<file path="config.mk">
export PLATFORM = sky130hd
export DESIGN_NAME = block_serializer
export DESIGN_NICKNAME = d
export VERILOG_FILES = /design/src/rtl/serializer_pkg.sv /design/src/rtl/word_byte_swap.sv /design/src/rtl/block_serializer.sv
export SDC_FILE = /design/constraint.sdc
export NUM_CORES = 1
export LEC_CHECK = 0
export CORE_AREA = 2 2 214 216
export DETAILED_ROUTE_END_ITERATION = 16
export DIE_AREA = 0 0 216 218
export PLACE_DENSITY = 0.8
export SYNTH_ARGS = -nofsm -noshare
export SYNTH_HDL_FRONTEND = slang
export SYNTH_SLANG_ARGS = --single-unit
</file>
<file path="constraint.sdc">
create_clock -name clk -period 2.7 [get_ports clk]
set_input_delay 0.81 -clock clk [delete_from_list [all_inputs] [get_ports clk]]
set_output_delay 0.81 -clock clk [all_outputs]
set_load 0.03 [all_outputs]
</file>
<file path="src/rtl/serializer_pkg.sv">
// Shared types and defaults for the block serializer.
// Optional byte swap is selected by BLOCK_SERIALIZER_BYTE_SWAP_EN in the top.
package serializer_pkg;

  localparam int DEF_LENGTH = 512;
  localparam int DEF_WORD   = 32;

  typedef enum logic {IDLE, SEND} ser_state_t;

  function automatic int nwords(input int length, input int word);
    return length / word;
  endfunction

endpackage

</file>
<file path="src/rtl/word_byte_swap.sv">
// Reverses byte order within one word (byte 0 <-> byte WORD/8-1).
// Latency: combinational. Backpressure: none, pure datapath.
module word_byte_swap #(
  parameter int WORD = 32
) (
  input  logic [WORD-1:0] data_i,
  output logic [WORD-1:0] data_o
);

  localparam int NB = WORD / 8;

  for (genvar b = 0; b < NB; b++) begin : g_byte
    assign data_o[8*b +: 8] = data_i[8*(NB-1-b) +: 8];
  end

endmodule

</file>
<file path="src/rtl/block_serializer.sv">
// Serializes one LENGTH-bit block into LENGTH/WORD words, MS word first; 1 cycle load-to-first-word,
// outputs hold under !word_ready. Define BLOCK_SERIALIZER_BYTE_SWAP_EN to byte-reverse each word.
module block_serializer
  import serializer_pkg::*;
#(
  parameter int LENGTH = DEF_LENGTH,
  parameter int WORD   = DEF_WORD
) (
  input  logic              clk,
  input  logic              n_rst,
  input  logic              load_valid,
  output logic              load_ready,
  input  logic [LENGTH-1:0] load_data,
  output logic              word_valid,
  input  logic              word_ready,
  output logic [WORD-1:0]   word_data,
  output logic              word_last,
  output logic              busy
);

  localparam int NWORDS = nwords(LENGTH, WORD);
  localparam int CW     = (NWORDS > 1) ? $clog2(NWORDS) : 1;
  localparam logic [CW-1:0] LAST_IDX = CW'(NWORDS - 1);

  if (LENGTH % WORD != 0) begin : g_len_chk
    $error("block_serializer: LENGTH must be a multiple of WORD");
  end
  if (WORD % 8 != 0) begin : g_word_chk
    $error("block_serializer: WORD must be a multiple of 8");
  end

  ser_state_t        state_q, state_d;
  logic [CW-1:0]     cnt_q, cnt_d;
  logic [LENGTH-1:0] shreg_q, shreg_d;
  logic [WORD-1:0]   word_q, word_d;

  logic [LENGTH-1:0] shifted;
  logic [WORD-1:0]   raw_word;
  logic [WORD-1:0]   out_word;
  logic              word_acc;
  logic              load_acc;

  assign word_valid = (state_q == SEND);
  assign busy       = (state_q == SEND);
  assign word_last  = word_valid && (cnt_q == LAST_IDX);
  assign word_data  = word_q;

  assign word_acc   = word_valid && word_ready;
  assign load_ready = (state_q == IDLE) || (word_acc && word_last);
  assign load_acc   = load_valid && load_ready;

  // The next word comes either from a fresh block or from the shifted register top.
  assign shifted  = shreg_q << WORD;
  assign raw_word = load_acc ? load_data[LENGTH-1 -: WORD] : shifted[LENGTH-1 -: WORD];

`ifdef BLOCK_SERIALIZER_BYTE_SWAP_EN
  word_byte_swap #(.WORD(WORD)) u_swap (
    .data_i (raw_word),
    .data_o (out_word)
  );
`else
  assign out_word = raw_word;
`endif

  always_comb begin
    state_d = state_q;
    cnt_d   = cnt_q;
    shreg_d = shreg_q;
    word_d  = word_q;
    if (load_acc) begin
      state_d = SEND;
      cnt_d   = '0;
      shreg_d = load_data;
      word_d  = out_word;
    end else if (word_acc) begin
      if (word_last) begin
        state_d = IDLE;
      end else begin
        shreg_d = shifted;
        cnt_d   = cnt_q + 1'b1;
        word_d  = out_word;
      end
    end
  end

  always_ff @(posedge clk or negedge n_rst) begin
    if (!n_rst) begin
      state_q <= IDLE;
      cnt_q   <= '0;
      shreg_q <= '0;
      word_q  <= '0;
    end else begin
      state_q <= state_d;
      cnt_q   <= cnt_d;
      shreg_q <= shreg_d;
      word_q  <= word_d;
    end
  end

endmodule

</file>
==> results of run 1 <==
[state kept, by name, indices dropped and copies added (netlist names)]
signal,cells
cnt_q,4
busy,1
word_data,32
shreg_q,480
[worst max path at each step]
stage	end	slack, ps	cells past startpoint
final	load_ready	50	4
after global routing	load_ready	8	4
after CTS	word_last	40	4
after detailed placement	shreg_q[436]	70	7
after global placement	load_ready	50	4
after floorplan	word_last	420	5
[repair_timing]
item	CTS	global route
gates resized for setup	1	0
endpoints found under the setup margin	2	1
setup buffers	0	1
pin swaps	0	0
[routing by layer]
metal / up-vias / track usage (%)
li1: 8122 / -
met1: 9524 / 39.8
met2: 928 / 50.6
met3: 178 / 9.30
met4: 34 / 13.5
met5: - / 0
[power breakdown]
group	switching, mW	total [mW]	internal (mW)
Sequential	0.638	9.35	8.72
Combinational	1.37	3.28	1.92
Clock	3.17	7.63	4.46
Total	5.17	20.3	15.1
[logic make-up after synthesis]
family          Yosys count
compound gates          522
fa+ha+maj                 1
buf+inv                 222
flops                   517
mux                       1
simple gates            493
[cell usage after synthesis (2+ instances only)]
master,number,area (µm²)
a21oi_1,2,10.0
a221o_1,449,4490
a22o_1,32,280
and2_1,2,12.5
and3_1,451,2820
buf_2,63,315
buf_6,52,586
clkbuf_1,105,394
dfrtp_1,517,12900
nand2b_1,2,12.5
nor2_1,3,11.3
o21a_1,2,15.0
o221a_2,31,349
or3_1,31,194
[cell type report]
class | count | area, µm²
repair buffers | 618 | 6480
clock inverters | 17 | 149
clock buffers | 85 | 1680
inverters | 1 | 3.75
flip-flops and latches | 517 | 12900
diodes | 19 | 47.5
multi-input cells | 1017 | 8350
fillers | 3224 | 14500
well taps | 600 | 751
==> impl_results.md, run 1 <==
- First-pass GRT wire length: 114,000 µm
- Top fanout value on the critical path: 3
- Top sig layer: met5
- Die area: 47,100 µm²
- Routability cong.: 0.916
- Register area share after synthesis: 57.4%
- Reg2reg setup slack: 520 ps
- Max-cap violation count: 0
- Startpoint Class: input port
- Setup tns final: 0 ps
- Layout area overhead: 34.7%
- Vias in the first global route: 18,792
- Crit path kind: input port to output pin
- Drt total wl: 75,900 µm
- Crit-path leading delay family: buffers and inverters
- Worst hold-check slack: 181 ps
- DR WL met3: 7340 µm
- Layout cells sized above 1: 8.87%
- Max Root-Sink Buffers: 3
- Vias per inst: 6.54
- Clock Skew: 17.1 ps
- Wire per inst: 26.4 µm
- Slew Limit Fails: 0
- GRT Total Usage: 31.5%
- Max-slew headroom: 32.2%
- Post-place setup slack: 67.4 ps
- Largest net degree at the start of global routing: 136
- Critical-path cell list: clkdlybuf4s50_1, and4_4, nand2b_1, buf_4
- Fin crit period: 2650 ps
- Most common cell after layout, fill and taps aside: clkdlybuf4s50_1
- Adder-Cell Fraction of Synth Area: 0.0555%
- Main combinational cell family by area after synthesis: compound AO/OA/AOI/OAI gates
- Met2 wire len: 36,100 µm
- Post-synthesis cell type count: 28
- Post-layout util: 67.7%
- DRC viols: 0
- Row count: 78
- Die width: 216 µm
- Status: complete, no violations
- I/O Pins: 552
- Setup crit end kind: output pin
- Antenna Nets Post-Route: 0
- Initial DRC Count: 2,389
- Post-synthesis compound-gate area fraction: 23.1%
- Vias: 18,786
- Reg-to-reg endpoint: shreg_q[245]
- # nets final: 2,727
- # clock sinks: 517
- Top FF cell, synth: dfrtp_1
- Cells after DPL: 2,752
- CP startpoint: word_ready
- Num CTS Buffers: 55
- # port buffers: 551
- Final hold vios: 0
- Final Power: 20.3 mW
- Final WS setup: 49.7 ps
- Leak Pwr: 15.4 nW
- WP data required: 1890 ps
- Syn avg cell area: 12.8 µm²
- CTS tree: done
- Core Box Area: 44,900 µm²
- Final instance area: 30,400 µm²
- Simple-gate share of the synthesized area: 13.7%
- # setup viols final: 0
- Post-synth EDFFs: 0
- Worst reg-to-reg path cell count: 7
- Async SR Flop Fraction: 100%
- Final HPWL DP: 52,900 µm
- Layout Cells excl Fill: 2,874
- Initial antenna violation count: 28
- Synthesized net count: 2,273
- DR pass1 iterations: 5
- # H-tree levels: 2
- Reg-to-reg startpoint: cnt_q[0]
- Die H: 218 µm
- RSZ-0062 raised after global routing: no
- CP arrival: 1840 ps
- Max incr delay on CP: 490 ps
- Hold_buf cts: 0
- Root buf cell: clkbuf_16
- Met1 WL: 29,100 µm
- Cell Area, Synth: 22,600 µm²
- Fmax: 0.377 GHz
- Buffer and inverter count on the worst path: 2
- HP Class: input port to async pin
- Syn Inst Count: 1,756
- Maximum vdd drop: 506 µV
- Synth Register Bits: 517
- Worst-Skew Late Latency: 610 ps
- Xor/xnor share of the synthesized area: 0%
- Post-synthesis mux area share: 0.0499%
- Most frequent cells in the layout: clkdlybuf4s50_1 (548), dfrtp_1 (517), and3_1 (451), a221o_1 (449), clkbuf_16 (57)
- Slowest CP cell: clkdlybuf4s50_1
- Placed Area: 28,500 µm²
- PwrDens: 667 nW/µm²
- Initial core utilization: 50.2%
- Fin crit share: 98.2%
- Yosys warning count: 0
- Slew @ Worst Pin: 1020 ps
- Worst-path clk slew: 60 ps
- Total grt overflow: 0
(Power assumes the default switching activity.)
==> run 2, diff against run 1 <==
SKIP_CTS_REPAIR_TIMING = 1   (was not set)
==> run 2 against run 1 <==
Final cell count barely moved. Fmax barely moved. Worst hold slack improved by 2.4 ps. Core utilization barely moved. Setup slack barely moved. Critical path depth did not move. Total power barely moved. Wire length rose by 0.12%. Global-route usage barely moved. Clock power barely moved. Critical endpoint unchanged. Largest power group unchanged.
==> impl_results.md, run 2 (synthesized netlist as in run 1, its figures left out) <==
- Vias: 18,751 (-0.19%)
- Fin crit share: 98.2% (about the same)
- Worst-path clk slew: 60 ps (about the same)
- Die width: 216 µm (unchanged)
- Wire per inst: 26.5 µm (+0.15%)
- # fillers: 3,223 (-0.031%)
- Max-cap violation count: 0 (unchanged)
- Antenna Nets Post-Route: 0 (unchanged)
- # port buffers: 551 (unchanged)
- Initial core utilization: 50.2% (unchanged)
- DRC viols: 0 (unchanged)
- Post-place setup slack: 67.4 ps (unchanged)
- Initial DRC Count: 2,379 (-0.42%)
- I/O Pins: 552 (unchanged)
- # clock sinks: 517 (unchanged)
- Final Power: 20.3 mW (about the same)
- Vias per inst: 6.53 (-0.15%)
- Row count: 78 (unchanged)
- Routability cong.: 0.916 (unchanged)
- Largest register FFs: 480 (unchanged)
- Total grt overflow: 0 (unchanged)
- Most common cell after layout, fill and taps aside: clkdlybuf4s50_1
- # H-tree levels: 2 (unchanged)
- Initial antenna violation count: 28 (unchanged)
- First-pass GRT wire length: 114,000 µm (about the same)
- Crit path kind: input port to output pin
- Layout Cells excl Fill: 2,873 (-0.035%)
- Vias in the first global route: 18,792 (unchanged)
- CP arrival: 1840 ps (about the same)
- Top fanout value on the critical path: 3 (unchanged)
- Slew Limit Fails: 0 (unchanged)
- RSZ-0062 raised after global routing: no
- # setup viols final: 0 (unchanged)
- Core Box Area: 44,900 µm² (unchanged)
- Startpoint Class: input port
- Area of the multi-input gates: 8350 µm² (unchanged)
- Most frequent cells in the layout: clkdlybuf4s50_1 (548), dfrtp_1 (517), and3_1 (451), a221o_1 (449), clkbuf_16 (57)
- Largest Register: shreg_q
- Root buf cell: clkbuf_16
- HP Class: input port to async pin
- FF+latch area: 12,900 µm² (unchanged)
- CTS tree: done
- Max Root-Sink Buffers: 3 (unchanged)
- Fin crit period: 2650 ps (+0.480 ps)
- WP data required: 1890 ps (about the same)
- Status: complete, no violations
- Maximum vdd drop: 505 µV (about the same)
- Die H: 218 µm (unchanged)
- Final HPWL DP: 52,900 µm (unchanged)
- Final hold vios: 0 (unchanged)
- GRT Total Usage: 31.5% (about the same)
- Largest net degree at the start of global routing: 136 (unchanged)
- Leak Pwr: 15.4 nW (unchanged)
- Final WS setup: 49.3 ps (-0.480 ps)
- # nets final: 2,727 (unchanged)
- DR pass1 iterations: 6 (+1)
- Max-slew headroom: 32.1% (-0.11 points)
- Num CTS Buffers: 55 (unchanged)
- Drt total wl: 76,000 µm (+0.12%)
- Fmax: 0.377 GHz (about the same)
- Die area: 47,100 µm² (unchanged)
- Setup crit end kind: output pin
- Slew @ Worst Pin: 1020 ps (+1.63 ps)
- Cells after DPL: 2,752 (unchanged)
- PwrDens: 667 nW/µm² (about the same)
- Layout cells sized above 1: 8.87% (unchanged)
- Clock Skew: 17.9 ps (+0.797 ps)
- Layout area overhead: 34.7% (about the same)
- Worst-Skew Late Latency: 610 ps (about the same)
run 2: cell count changes in the layout (fill, tap and decap cells not counted), sizes merged:
cell / previous run / this run
diode: 19 / 18
run 2: layout make-up:
cell class	instances	area share, %
Clock buffer	85	5.53
Antenna cell	18	0.148
Tap cell	600	2.47
Clock inverter	17	0.490
Multi-Input combinational cell	1017	27.5
Sequential cell	517	42.6
Timing Repair Buffer	618	21.3
Inverter	1	0.0123
run 2: where the power goes:
part           switching, mW  internal, mW
Combinational           1.37          1.92
Clock                   3.17          4.46
Sequential             0.640          8.72
Total                   5.17          15.1
run 2: stage by stage:
stage	setup TNS, ps	hold WS, ps	cell area, µm²	util [%]
after global routing	0	196	30400	67.7
after detailed placement	0	476	28500	63.5
after global placement	0	475	28500	63.5
final	0	183	30400	67.7
after floorplan	0	458	22600	-
after CTS	-27.6	172	30300	67.6
run 2: layer usage:
layer	GRT usage, %	share of wire, %	up-vias
li1	-	-	8123
met1	39.8	38	9502
met2	50.6	48	909
met3	9.30	9.5	183
met4	13.5	4.2	34
met5	0	0.29	-
run 2: worst paths after layout:
| check | from | to | slack [ps] | cells past startpoint |
|---|---|---|---|---|
| worst max-delay path | word_ready | load_ready | 50 | 4 |
| worst min-delay path | n_rst | shreg_q[306] | 180 | 1 |
| worst max register to register | cnt_q[0] | shreg_q[245] | 520 | 7 |
| worst min register to register | shreg_q[9] | shreg_q[9] | 490 | 1 |
| max in group asynchronous | n_rst | shreg_q[141] | 1650 | 2 |
| min in group clk | shreg_q[9] | shreg_q[9] | 490 | 1 |
run 2: critical path: stages:
cell and delay (ps):
clkdlybuf4s50_1 490, and4_4 240, nand2b_1 130, buf_4 170
